===== src/rtl/sdram_arbit_if.sv =====
// Bus bundle between the SDRAM stage controllers (init/refresh/write/read) and the arbiter.
// slave: arbiter side; master: stage/SDRAM side.
interface sdram_arbit_if;
    logic        init_end;
    logic [3:0]  init_cmd;
    logic [11:0] init_addr;
    logic        ref_req;
    logic        ref_end;
    logic [3:0]  ref_cmd;
    logic [11:0] ref_addr;
    logic        wr_req;
    logic        wr_end;
    logic [3:0]  wr_cmd;
    logic [11:0] wr_addr;
    logic [1:0]  wr_bank;
    logic [15:0] wr_data;
    logic        rd_req;
    logic        rd_end;
    logic [3:0]  rd_cmd;
    logic [11:0] rd_addr;
    logic [1:0]  rd_bank;
    logic        ref_en;
    logic        wr_en;
    logic        rd_en;
    logic [3:0]  sdram_cmd;
    logic [11:0] sdram_addr;
    logic [1:0]  sdram_bank;
    logic [15:0] sdram_dq_out;
    logic        sdram_dq_oe;
    logic        arb_err;

    modport slave (
        input  init_end, init_cmd, init_addr,
        input  ref_req, ref_end, ref_cmd, ref_addr,
        input  wr_req, wr_end, wr_cmd, wr_addr, wr_bank, wr_data,
        input  rd_req, rd_end, rd_cmd, rd_addr, rd_bank,
        output ref_en, wr_en, rd_en,
        output sdram_cmd, sdram_addr, sdram_bank, sdram_dq_out, sdram_dq_oe,
        output arb_err
    );

    modport master (
        output init_end, init_cmd, init_addr,
        output ref_req, ref_end, ref_cmd, ref_addr,
        output wr_req, wr_end, wr_cmd, wr_addr, wr_bank, wr_data,
        output rd_req, rd_end, rd_cmd, rd_addr, rd_bank,
        input  ref_en, wr_en, rd_en,
        input  sdram_cmd, sdram_addr, sdram_bank, sdram_dq_out, sdram_dq_oe,
        input  arb_err
    );
endinterface


===== src/rtl/sdram_arbit.sv =====
// SDRAM command arbiter: fixed priority refresh > write > read, no preemption.
// Optional grant watchdog enabled by defining SDRAM_ARBIT_WDT_EN.
module sdram_arbit (
    input  logic         sclk,
    input  logic         s_rst_n,
    sdram_arbit_if.slave bus
);

    typedef enum logic [4:0] {
        S_INIT  = 5'b00001,
        S_ARBIT = 5'b00010,
        S_AREF  = 5'b00100,
        S_WRITE = 5'b01000,
        S_READ  = 5'b10000
    } state_t;

    localparam logic [3:0] CMD_NOP = 4'b0111;

    state_t      r_state;
    state_t      w_next;
    logic        w_wdt_to;
    logic        w_ref_en;
    logic        w_wr_en;
    logic        w_rd_en;
    logic [3:0]  w_cmd;
    logic [11:0] w_addr;
    logic [1:0]  w_bank;
    logic        w_oe;

`ifdef SDRAM_ARBIT_WDT_EN
    logic [11:0] r_wdt_cnt;
    logic        r_arb_err;
    logic        w_granted;
    logic        w_own_end;

    assign w_granted = (r_state == S_AREF) || (r_state == S_WRITE) || (r_state == S_READ);
    assign w_own_end = ((r_state == S_AREF)  && bus.ref_end) ||
                       ((r_state == S_WRITE) && bus.wr_end)  ||
                       ((r_state == S_READ)  && bus.rd_end);
    // Timeout only when the owner has not ended in the same cycle the count saturates.
    assign w_wdt_to  = w_granted && (r_wdt_cnt == '1) && !w_own_end;

    always_ff @(posedge sclk or negedge s_rst_n) begin
        if (!s_rst_n) begin
            r_wdt_cnt <= '0;
            r_arb_err <= 1'b0;
        end else begin
            r_arb_err <= w_wdt_to;
            if (w_granted && !w_wdt_to)
                r_wdt_cnt <= r_wdt_cnt + 12'd1;
            else
                r_wdt_cnt <= '0;
        end
    end

    assign bus.arb_err = r_arb_err;
`else
    assign w_wdt_to    = 1'b0;
    assign bus.arb_err = 1'b0;
`endif

    always_ff @(posedge sclk or negedge s_rst_n) begin
        if (!s_rst_n)
            r_state <= S_INIT;
        else
            r_state <= w_next;
    end

    always_comb begin
        w_next = r_state;
        case (r_state)
            S_INIT:  if (bus.init_end) w_next = S_ARBIT;
            S_ARBIT: begin
                if (bus.ref_req)     w_next = S_AREF;
                else if (bus.wr_req) w_next = S_WRITE;
                else if (bus.rd_req) w_next = S_READ;
            end
            S_AREF:  if (bus.ref_end || w_wdt_to) w_next = S_ARBIT;
            S_WRITE: if (bus.wr_end  || w_wdt_to) w_next = S_ARBIT;
            S_READ:  if (bus.rd_end  || w_wdt_to) w_next = S_ARBIT;
            default: w_next = S_INIT;
        endcase
    end

    always_comb begin
        w_ref_en = 1'b0;
        w_wr_en  = 1'b0;
        w_rd_en  = 1'b0;
        w_cmd    = CMD_NOP;
        w_addr   = '0;
        w_bank   = '0;
        w_oe     = 1'b0;
        case (r_state)
            S_INIT: begin
                w_cmd  = bus.init_cmd;
                w_addr = bus.init_addr;
            end
            S_AREF: begin
                w_ref_en = 1'b1;
                w_cmd    = bus.ref_cmd;
                w_addr   = bus.ref_addr;
            end
            S_WRITE: begin
                w_wr_en = 1'b1;
                w_cmd   = bus.wr_cmd;
                w_addr  = bus.wr_addr;
                w_bank  = bus.wr_bank;
                w_oe    = 1'b1;
            end
            S_READ: begin
                w_rd_en = 1'b1;
                w_cmd   = bus.rd_cmd;
                w_addr  = bus.rd_addr;
                w_bank  = bus.rd_bank;
            end
            default: ;
        endcase
    end

    assign bus.ref_en       = w_ref_en;
    assign bus.wr_en        = w_wr_en;
    assign bus.rd_en        = w_rd_en;
    assign bus.sdram_cmd    = w_cmd;
    assign bus.sdram_addr   = w_addr;
    assign bus.sdram_bank   = w_bank;
    assign bus.sdram_dq_out = bus.wr_data;
    assign bus.sdram_dq_oe  = w_oe;

endmodule


===== src/flat_wrapper.sv =====
// flat-port wrapper written by rule: the top's interface ports become plain ports
module sdram_arbit_flat 
  (sclk, s_rst_n, bus_init_end, bus_init_cmd, bus_init_addr, bus_ref_req, bus_ref_end, bus_ref_cmd, bus_ref_addr, bus_wr_req, bus_wr_end, bus_wr_cmd, bus_wr_addr, bus_wr_bank, bus_wr_data, bus_rd_req, bus_rd_end, bus_rd_cmd, bus_rd_addr, bus_rd_bank, bus_ref_en, bus_wr_en, bus_rd_en, bus_sdram_cmd, bus_sdram_addr, bus_sdram_bank, bus_sdram_dq_out, bus_sdram_dq_oe, bus_arb_err);
  sdram_arbit_if bus_i ();
  input  logic sclk;
  input  logic s_rst_n;
  input wire logic [$bits(bus_i.init_end)-1:0] bus_init_end;
  input wire logic [$bits(bus_i.init_cmd)-1:0] bus_init_cmd;
  input wire logic [$bits(bus_i.init_addr)-1:0] bus_init_addr;
  input wire logic [$bits(bus_i.ref_req)-1:0] bus_ref_req;
  input wire logic [$bits(bus_i.ref_end)-1:0] bus_ref_end;
  input wire logic [$bits(bus_i.ref_cmd)-1:0] bus_ref_cmd;
  input wire logic [$bits(bus_i.ref_addr)-1:0] bus_ref_addr;
  input wire logic [$bits(bus_i.wr_req)-1:0] bus_wr_req;
  input wire logic [$bits(bus_i.wr_end)-1:0] bus_wr_end;
  input wire logic [$bits(bus_i.wr_cmd)-1:0] bus_wr_cmd;
  input wire logic [$bits(bus_i.wr_addr)-1:0] bus_wr_addr;
  input wire logic [$bits(bus_i.wr_bank)-1:0] bus_wr_bank;
  input wire logic [$bits(bus_i.wr_data)-1:0] bus_wr_data;
  input wire logic [$bits(bus_i.rd_req)-1:0] bus_rd_req;
  input wire logic [$bits(bus_i.rd_end)-1:0] bus_rd_end;
  input wire logic [$bits(bus_i.rd_cmd)-1:0] bus_rd_cmd;
  input wire logic [$bits(bus_i.rd_addr)-1:0] bus_rd_addr;
  input wire logic [$bits(bus_i.rd_bank)-1:0] bus_rd_bank;
  output wire logic [$bits(bus_i.ref_en)-1:0] bus_ref_en;
  output wire logic [$bits(bus_i.wr_en)-1:0] bus_wr_en;
  output wire logic [$bits(bus_i.rd_en)-1:0] bus_rd_en;
  output wire logic [$bits(bus_i.sdram_cmd)-1:0] bus_sdram_cmd;
  output wire logic [$bits(bus_i.sdram_addr)-1:0] bus_sdram_addr;
  output wire logic [$bits(bus_i.sdram_bank)-1:0] bus_sdram_bank;
  output wire logic [$bits(bus_i.sdram_dq_out)-1:0] bus_sdram_dq_out;
  output wire logic [$bits(bus_i.sdram_dq_oe)-1:0] bus_sdram_dq_oe;
  output wire logic [$bits(bus_i.arb_err)-1:0] bus_arb_err;
  assign bus_i.init_end = bus_init_end;
  assign bus_i.init_cmd = bus_init_cmd;
  assign bus_i.init_addr = bus_init_addr;
  assign bus_i.ref_req = bus_ref_req;
  assign bus_i.ref_end = bus_ref_end;
  assign bus_i.ref_cmd = bus_ref_cmd;
  assign bus_i.ref_addr = bus_ref_addr;
  assign bus_i.wr_req = bus_wr_req;
  assign bus_i.wr_end = bus_wr_end;
  assign bus_i.wr_cmd = bus_wr_cmd;
  assign bus_i.wr_addr = bus_wr_addr;
  assign bus_i.wr_bank = bus_wr_bank;
  assign bus_i.wr_data = bus_wr_data;
  assign bus_i.rd_req = bus_rd_req;
  assign bus_i.rd_end = bus_rd_end;
  assign bus_i.rd_cmd = bus_rd_cmd;
  assign bus_i.rd_addr = bus_rd_addr;
  assign bus_i.rd_bank = bus_rd_bank;
  assign bus_ref_en = bus_i.ref_en;
  assign bus_wr_en = bus_i.wr_en;
  assign bus_rd_en = bus_i.rd_en;
  assign bus_sdram_cmd = bus_i.sdram_cmd;
  assign bus_sdram_addr = bus_i.sdram_addr;
  assign bus_sdram_bank = bus_i.sdram_bank;
  assign bus_sdram_dq_out = bus_i.sdram_dq_out;
  assign bus_sdram_dq_oe = bus_i.sdram_dq_oe;
  assign bus_arb_err = bus_i.arb_err;
  sdram_arbit u_core (.sclk(sclk), .s_rst_n(s_rst_n), .bus(bus_i));
endmodule

===== config.mk =====
export PLATFORM = sky130hd
export DESIGN_NAME = sdram_arbit_flat
export DESIGN_NICKNAME = d
export VERILOG_FILES = /design/src/rtl/sdram_arbit_if.sv /design/src/rtl/sdram_arbit.sv /design/src/flat_wrapper.sv
export SDC_FILE = /design/constraint.sdc
export NUM_CORES = 1
export LEC_CHECK = 0
export ABC_AREA = 1
export CORE_MARGIN = 2
export CORE_UTILIZATION = 25
export DETAILED_ROUTE_END_ITERATION = 10
export PLACE_DENSITY = 0.81
export SYNTH_ARGS = -nofsm -noshare
export SYNTH_HDL_FRONTEND = slang
export SYNTH_SLANG_ARGS = --single-unit
export TNS_END_PERCENT = 100

===== constraint.sdc =====
create_clock -name sclk -period 1.5 [get_ports sclk]
set_input_delay 0.15 -clock sclk [delete_from_list [all_inputs] [get_ports sclk]]
set_output_delay 0.15 -clock sclk [all_outputs]
set_load 0.02 [all_outputs]

# Word-level counts from Yosys, hierarchy flattened
# Index checks and enable logic that the tools add are counted.
[classes] shift=0 mux=14 div_mod_pow=0 n_reduce_logical=1 eq_ne=10 order_cmp=0 mul=0 bitwise=0 n_addsub=0
[ops] cell="$pmux 12 s4" count=1
[ops] cell="$mux 5" count=7
[ops] cell="$pmux 5 s5" count=1
[ops] cell="$pmux 4 s4" count=1
[ops] cell="$ne 2x2->1 const B" count=4
[ops] cell="$eq 5x1->1 const B" count=1
[ops] cell="$eq 5x2->1 const B" count=1
[ops] cell="$eq 5x3->1 const B" count=1
[ops] cell="$eq 5x4->1 const B" count=1
[ops] cell="$eq 5x5->1 const B" count=1
[ops] cell="$reduce_and 5->1" count=1
[ops] cell="$ne 4x4->1 const B" count=1
[ops] cell="$pmux 2 s2" count=1
[ops] cell="$mux 1" count=3
[totals] mem_bits_rw=0 romBits=0 latch_bits=0 register_bits=5 out_inout_bits=39 mem_count=0 elab_cells=26

# Logic depth before layout (Yosys ltp)
# Gate-level depths: netlist (run 1).
[logic_depth] depth_word=4 mapped_depth=8 mapped_depth_nobuf=8

# Least setup slack after synthesis (run 1)
# OpenSTA, ideal clock, no wires.
[synth_timing] kind="reg2out" startpoint="register u_core.r_state[0]" endpoint="output bus_sdram_addr[0]" n_path_buf=1 slack_ns=0.101 t_arrival_ns=1.249 required_ns=1.350 stages_incl_launch_ff=8 cell_sequence="dfstp_2 -> inv_1 -> nor2_2 -> nand3_1 -> inv_2 -> buf_6 -> nand2_1 -> nand4_1"
[synth_via] elab_chain_len=2 elab_cells_between_ends=5 cone_classes="eq/ne: 4; mux: 1"
[synth_rtl] element="from (decl)" line="sdram_arbit.sv:19" source="state_t r_state;"
[synth_rtl] element="from (signal assigned)" line="sdram_arbit.sv:66" source="r_state <= w_next;"
[synth_rtl] element="$eq 5x5->1 (tied with other cells)" line="sdram_arbit.sv:93" source="case (r_state)"
[synth_rtl] element="$pmux 12 s4 (*)" line="sdram_arbit.sv:93"
[synth_rtl] element="to (decl)" line="flat_wrapper.sv:29" source="output wire logic [$bits(bus_i.sdram_addr)-1:0] bus_sdram_addr;"
# Mark *: on every way between the ends. The rest lies on a longest branch, timed or not.

# Worst setup path after layout (run 1)
[layout_timing] startpoint="register u_core.r_state[0]" endpoint="output bus_sdram_addr[8]"
# The elaborated chain is that of the path after synthesis.

==> out/qor.yml, run 1 <==
core_area_um2: 3661
path_delay_family: "flip-flops"
routedWlPerCell_um: 13.53
clkLatencyLatePin_ns: 0.23
drt-pass1-iter-count: 4
power_density_nw_per_um2: 1416
fin_util: 0.6073
ys_warn_count: 0
multi_input_area_um2: 658.1
fin_crit_ns: 1.728
rsz0062_at_grt: "true"
nFillCells: 331
drc: 0
vias: 1483
period_share: 1.152
drv_cap: 0
vdd_drop_max_v: 0.001106
leakage_nw: 1.006
cts_buffer_depth: 2
holdBufCountCts: 0
layout.nets: 364
synth.ff_latch_count: 5
die_x_um: 65.92
area_growth_pct: 132.0
yosysTopAreaCell: "nand2_1"
port_buffers: 98
clk_pin_slew_ns: 0.04
clkSinkCount: 5
synth_nets: 261
gp_congestion: 0.7795
synth_area_um2: 958.4
synth-seq-area-share: 0.1319
cp_data_required_time_ns: 1.35
largest_reg_flops: 5
cts_buffers: 3
syn_area_per_cell_um2: 5.705
cp_max_fo: 6
hp-class: "primary input to asynchronous set/reset pin"
grt_use_total: 0.1770
synth_area_leaders: "nand2_1 (31%), buf_4 (14%), nand4_1 (11%), dfrtp_1 (10%), inv_1 (5.1%)"
root_buffer: "clkbuf_8"
crit_type: "flip-flop to output port"
grt_max_degree: 16
slowest_delay_ns: 0.54
pin_count: 132
antenna_found_initial: 0
fin_cells: 318
grt_pass1_wl_mm: 5.968
reg_top3: "u_core.r_state (5)"
crit_path_top_delay_cell: "dfstp_2"
drt_iter0_drc: 37
status: "complete, but fails checks"
vias_per_cell: 4.664
max_freq_mhz: 578.6
cp_num_buf_inv: 4
layout_commonest_cell: "clkdlybuf4s50_1"
cts_tree: "built"
wl_mm: 4.301
die_y_um: 65.92
die_area_um2: 4345
dp_cells: 306
yosysTopAreaCellShare: 0.3094
end_kind: "output port"
worstPathArrival_ns: 1.58
cts_max_level: 1
violations: "setup timing"
skew_ns: 0.007207
setup_slack_ns: -0.2283
dpl.hpwl_mm: 3.146
start_util: 0.2618
row_count: 22
synth_cells: 168
ys_types: 21
grt_pass1_vias: 1414
antennaDiodeCount: 0
path_cells: "inv_2 -> nor2_4 -> nand3_2 -> inv_4 -> clkbuf_16 -> nand2_2 -> nand4_1 -> buf_4"
seq_area_um2: 127.6
critPathLaunchType: "flip-flop"
overflow: 0
final_cell_mix: "clkdlybuf4s50_1 (76), nand2_1 (62), buf_4 (23), nand4_1 (17), nand2_2 (16)"
hold_viol_final: 0
drv_slew: 0
largest-register: "u_core.r_state"
drive_gt1_frac: 0.3148
setup_violations: 24
antenna_left: 0
-- Yosys cell counts --
master,instances
nand3_2,3
nand3_1,3
dfstp_2,1
inv_4,1
inv_1,13
a22o_1,2
buf_4,18
a21oi_1,3
buf_6,4
inv_2,3
clkinv_2,1
nor2_1,3
o21bai_1,1
o21ai_0,1
dfrtp_1,4
nor2_2,5
and3_1,3
nor2_4,2
nand4_1,17
conb_1,1
nand2_1,79
-- area by class of cell --
cell class                 instances  area share
sequential                         5     0.05740
tap                               48     0.02701
timing repair buffer             120      0.5633
clock buffer                       4     0.02026
multi-input combinational        123      0.2960
inverter                          18     0.03602
-- power breakdown --
| part | internal [mW] | total (mW) | switching (mW) |
|---|---|---|---|
| logic | 1.33 | 2.64 | 1.31 |
| clock network | 0.183 | 0.258 | 0.0753 |
| registers | 0.197 | 0.245 | 0.0477 |
-- cell families (layout without fill, tap and decap cells) --
family                 after synthesis  after routing  share of synthesized area
AND/OR/NAND/NOR                    115            115                     0.5548
other                                1              1                   0.003913
buffers and inverters               40            142                     0.2624
AO/OA/AOI/OAI                        7              7                    0.04699
flip-flops                           5              5                     0.1319
-- worst paths after layout --
kind,startpoint,end,slack (ns),depth (start not counted)
worst max-delay path,u_core.r_state[0],bus_sdram_addr[8],-0.23,8
worst min-delay path,s_rst_n,u_core.r_state[1],0.14,1
worst max register to register,u_core.r_state[0],u_core.r_state[4],-0.02,11
worst min register to register,u_core.r_state[3],u_core.r_state[2],0.70,3
max in group asynchronous,s_rst_n,u_core.r_state[0],1.10,1
min in group sclk,bus_wr_data[10],bus_sdram_dq_out[10],0.30,0
-- worst register-to-register path, stage by stage (launching register included) --
cell and delay, ns:
dfstp_2 0.54, inv_2 0.05, nor2_4 0.11, buf_4 0.11, buf_4 0.09, buf_4 0.09
nand4_1 0.13, nand2_2 0.11, nor2_1 0.05, nand2_1 0.05, nand2_1 0.06, inv_1 0.05
-- per-layer routing --
metal | track usage | share of wire
met1 | 0.1727 | 0.36
met3 | 0.04940 | 0.11
met5 | 0 | 0
met2 | 0.3422 | 0.51
met4 | 0.07552 | 0.015
-- metrics by stage --
step	setup slack [ns]	setup TNS, ns	instance area [um^2]	hold WS, ns	total power [mW]
6_report	-0.2283	-3.941	2223	0.1438	3.148
5_1_grt	-0.2810	-5.225	2223	0.1610	3.339
4_1_cts	-0.2228	-3.463	2068	0.1417	2.762
3_5_place_dp	-0.4371	-8.178	1987	0.3001	2.479
3_3_place_gp	-0.3972	-7.634	1987	0.3001	2.442
2_1_floorplan	0.1007	0	958.4	-0.1456	1.420
-- what timing repair did --
item                       4_1_cts  5_1_grt
setup endpoints to repair       22       24
buffers inserted                 4        3
pin swaps                        7       12
resized for setup              129       27
cloned                           0        2
No activity file was read; power rests on OpenSTA's default activity.
==> inputs of run 2 (changes only) <==
--- a/config.mk
+++ b/config.mk
@@ -5,11 +5,12 @@
 export SDC_FILE = /design/constraint.sdc
 export NUM_CORES = 1
 export LEC_CHECK = 0
-export ABC_AREA = 1
+export CELL_PAD_IN_SITES_DETAIL_PLACEMENT = 0
+export CELL_PAD_IN_SITES_GLOBAL_PLACEMENT = 1
 export CORE_MARGIN = 2
-export CORE_UTILIZATION = 25
+export CORE_UTILIZATION = 16
 export DETAILED_ROUTE_END_ITERATION = 10
-export PLACE_DENSITY = 0.81
+export PLACE_DENSITY = 0.82
 export SYNTH_ARGS = -nofsm -noshare
 export SYNTH_HDL_FRONTEND = slang
 export SYNTH_SLANG_ARGS = --single-unit
==> out/qor.yml, run 2 <==
ys.flop_type: "dfrtp_1"
die_y_um: 83.59  # +27%
wl_mm: 4.149  # -3.5%
fin_crit_ns: 1.852  # +0.1238 ns
fin_util: 0.3951  # -0.2122
yosysTopAreaCellShare: 0.1630  # -0.1464
drv_cap: 0  # unchanged
cts_buffer_depth: 2  # unchanged
layout.nets: 326  # -10%
routedWlPerCell_um: 13.51  # about the same
synth.ff_latch_count: 5  # unchanged
vias: 1355  # -8.6%
reg_top3: "u_core.r_state (5)"
power_density_nw_per_um2: 1074  # -24%
gp_congestion: 0.7820  # +0.32%
drt-pass1-iter-count: 4  # unchanged
dpl.hpwl_mm: 3.053  # -3.0%
synth_nets: 214  # -18%
reg2reg_slack_ns: -0.11  # -0.09 ns
grt_pass1_wl_mm: 6.334  # +6.1%
setup_violations: 23  # -4.2%
crit_type: "flip-flop to output port"
final_cell_mix: "clkdlybuf4s50_1 (76), buf_6 (30), buf_4 (24), a22oi_2 (22), nand2_1 (14)"
die_area_um2: 6986  # +61%
yosysTopAreaCell: "a22oi_1"
rr_worst_depth: 7  # -4
grt_max_degree: 17  # +1
antenna_found_initial: 0  # unchanged
rr_startpoint: "u_core.r_state[0]"
vdd_drop_max_v: 0.001020  # -7.8%
largest_reg_flops: 5  # unchanged
async_reset_ff_frac: 1.000  # unchanged
hp-class: "primary input to asynchronous set/reset pin"
synth.most_common_cell: "a22oi_1"
timing.rr.end: "u_core.r_state[1]"
area_growth_pct: 134.9
cp_data_required_time_ns: 1.35  # about the same
multi_input_area_um2: 752.0  # +14%
clkLatencyLatePin_ns: 0.23  # about the same
rsz0062_at_grt: "true"
antenna_left: 0  # unchanged
root_buffer: "clkbuf_8"
cts_max_level: 1  # unchanged
max_freq_mhz: 539.9  # -6.7%
violations: "setup timing"
end_kind: "output port"
antennaDiodeCount: 0  # unchanged
clkSinkCount: 5  # unchanged
cts_tree: "built"
setup_slack_ns: -0.3522  # -0.1238 ns
die_x_um: 83.59  # +27%
grt_pass1_vias: 1356  # -4.1%
dp_slack_ns: -0.5547  # -0.1177 ns
synth_area_um2: 1013  # +5.7%
drv_slew: 0  # unchanged
drive_gt1_frac: 0.4353  # +0.1205
skew_ns: 0.002713  # -0.004495 ns
synth-seq-area-share: 0.1247  # -0.007162
row_count: 28  # +27%
status: "complete, but fails checks"
port_buffers: 98  # unchanged
final_cell_area_um2: 2381  # +7.1%
vias_per_cell: 4.414  # -5.4%
synth_edf_count: 0  # unchanged
leakage_nw: 0.9843  # -2.1%
start_util: 0.1682  # -0.09360
seq_area_um2: 130.1  # +2.0%
largest-register: "u_core.r_state"
ys_types: 35  # +67%
clk_pin_slew_ns: 0.04  # about the same
power.total_mw: 2.557  # -19%
yosys-top-cells-count: "a22oi_1 (22), buf_4 (21), nand2_1 (15), a22oi_2 (10)"
cp_max_fo: 5  # -1
cts_buffers: 3  # unchanged
hold_viol_final: 0  # unchanged
drc: 0  # unchanged
drt_iter0_drc: 39  # +5.4%
finalHoldWorstSlack_ns: 0.1551  # +0.01128 ns
place_area_um2: 2047  # +3.0%
overflow: 0  # unchanged
critPathLaunchType: "flip-flop"
pin_count: 132  # unchanged
synth_area_leaders: "a22oi_1 (16%), buf_4 (16%), a22oi_2 (12%), dfrtp_1 (9.9%), nand2_1 (5.6%)"
layout_commonest_cell: "clkdlybuf4s50_1"
syn_area_per_cell_um2: 8.376  # +47%
nFillCells: 621  # +88%
ys_warn_count: 0  # unchanged
period_share: 1.235  # +0.08257
worstPathArrival_ns: 1.70  # +0.12 ns
core_area_um2: 6026  # +65%
grt_use_total: 0.1112  # -0.06584
synth_cells: 121  # -28%
run 2: metrics by stage:
step / std cells / setup TNS, ns
6_report: 307 / -5.453
5_1_grt: 307 / -7.062
4_1_cts: 303 / -5.172
3_5_place_dp: 288 / -11.18
3_3_place_gp: 288 / -11.41
2_1_floorplan: 121 / 0
run 2: logic make-up after synthesis:
group / after synthesis / synth area share
flip-flops: 5 / 0.1247
AO/OA/AOI/OAI: 47 / 0.4086
AND/OR/NAND/NOR: 37 / 0.2161
buffers and inverters: 31 / 0.2469
other: 1 / 0.003700
run 2: power breakdown:
part / switching [mW] / internal [mW]
clock: 0.0744 / 0.183
sequential: 0.0670 / 0.180
combinational: 0.952 / 1.10
run 2: cell type report:
class,instances,share of cell area
Clock buffer,4,0.01892
Inverter,4,0.008408
Multi-Input combinational cell,85,0.3158
Sequential cell,5,0.05465
Tap cell,75,0.03941
Timing Repair Buffer,133,0.5602
Timing Repair inverter,1,0.002627
run 2: routing by layer:
layer / wire, um / track usage / vias up
met1: 1566 / 0.1281 / 613
met5: 0 / 0 / -
li1: - / - / 663
met3: 294 / 0.01583 / 9
met4: 53 / 0.03812 / 0
met2: 2235 / 0.2073 / 70
run 2: worst max path at each step:
stage / from / end / slack, ns / depth (start not counted)
final: u_core.r_state[0] / bus_sdram_cmd[2] / -0.35 / 6
after global placement: u_core.r_state[4] / bus_sdram_addr[5] / -0.57 / 6
after detailed placement: u_core.r_state[4] / bus_sdram_cmd[2] / -0.55 / 5
after global routing: u_core.r_state[0] / bus_sdram_cmd[2] / -0.41 / 6
after floorplan: u_core.r_state[0] / bus_sdram_addr[0] / 0.003 / 5
after CTS: u_core.r_state[0] / bus_sdram_cmd[2] / -0.36 / 6
run 2: critical path, cell delays in order (launching register included):
cell	delay [ns]
dfstp_2	0.40
nand2b_4	0.17
buf_6	0.12
a21o_1	0.21
a221oi_4	0.29
nand3_1	0.14
buf_6	0.16
run 2: what timing repair did:
item,in CTS,in global routing
hold buffers,0,0
hold endpoints to repair,0,0
gates resized for setup,140,29
pin swaps,16,10
buffers inserted,12,5
endpoints found under the setup margin,22,25
cloned,1,0
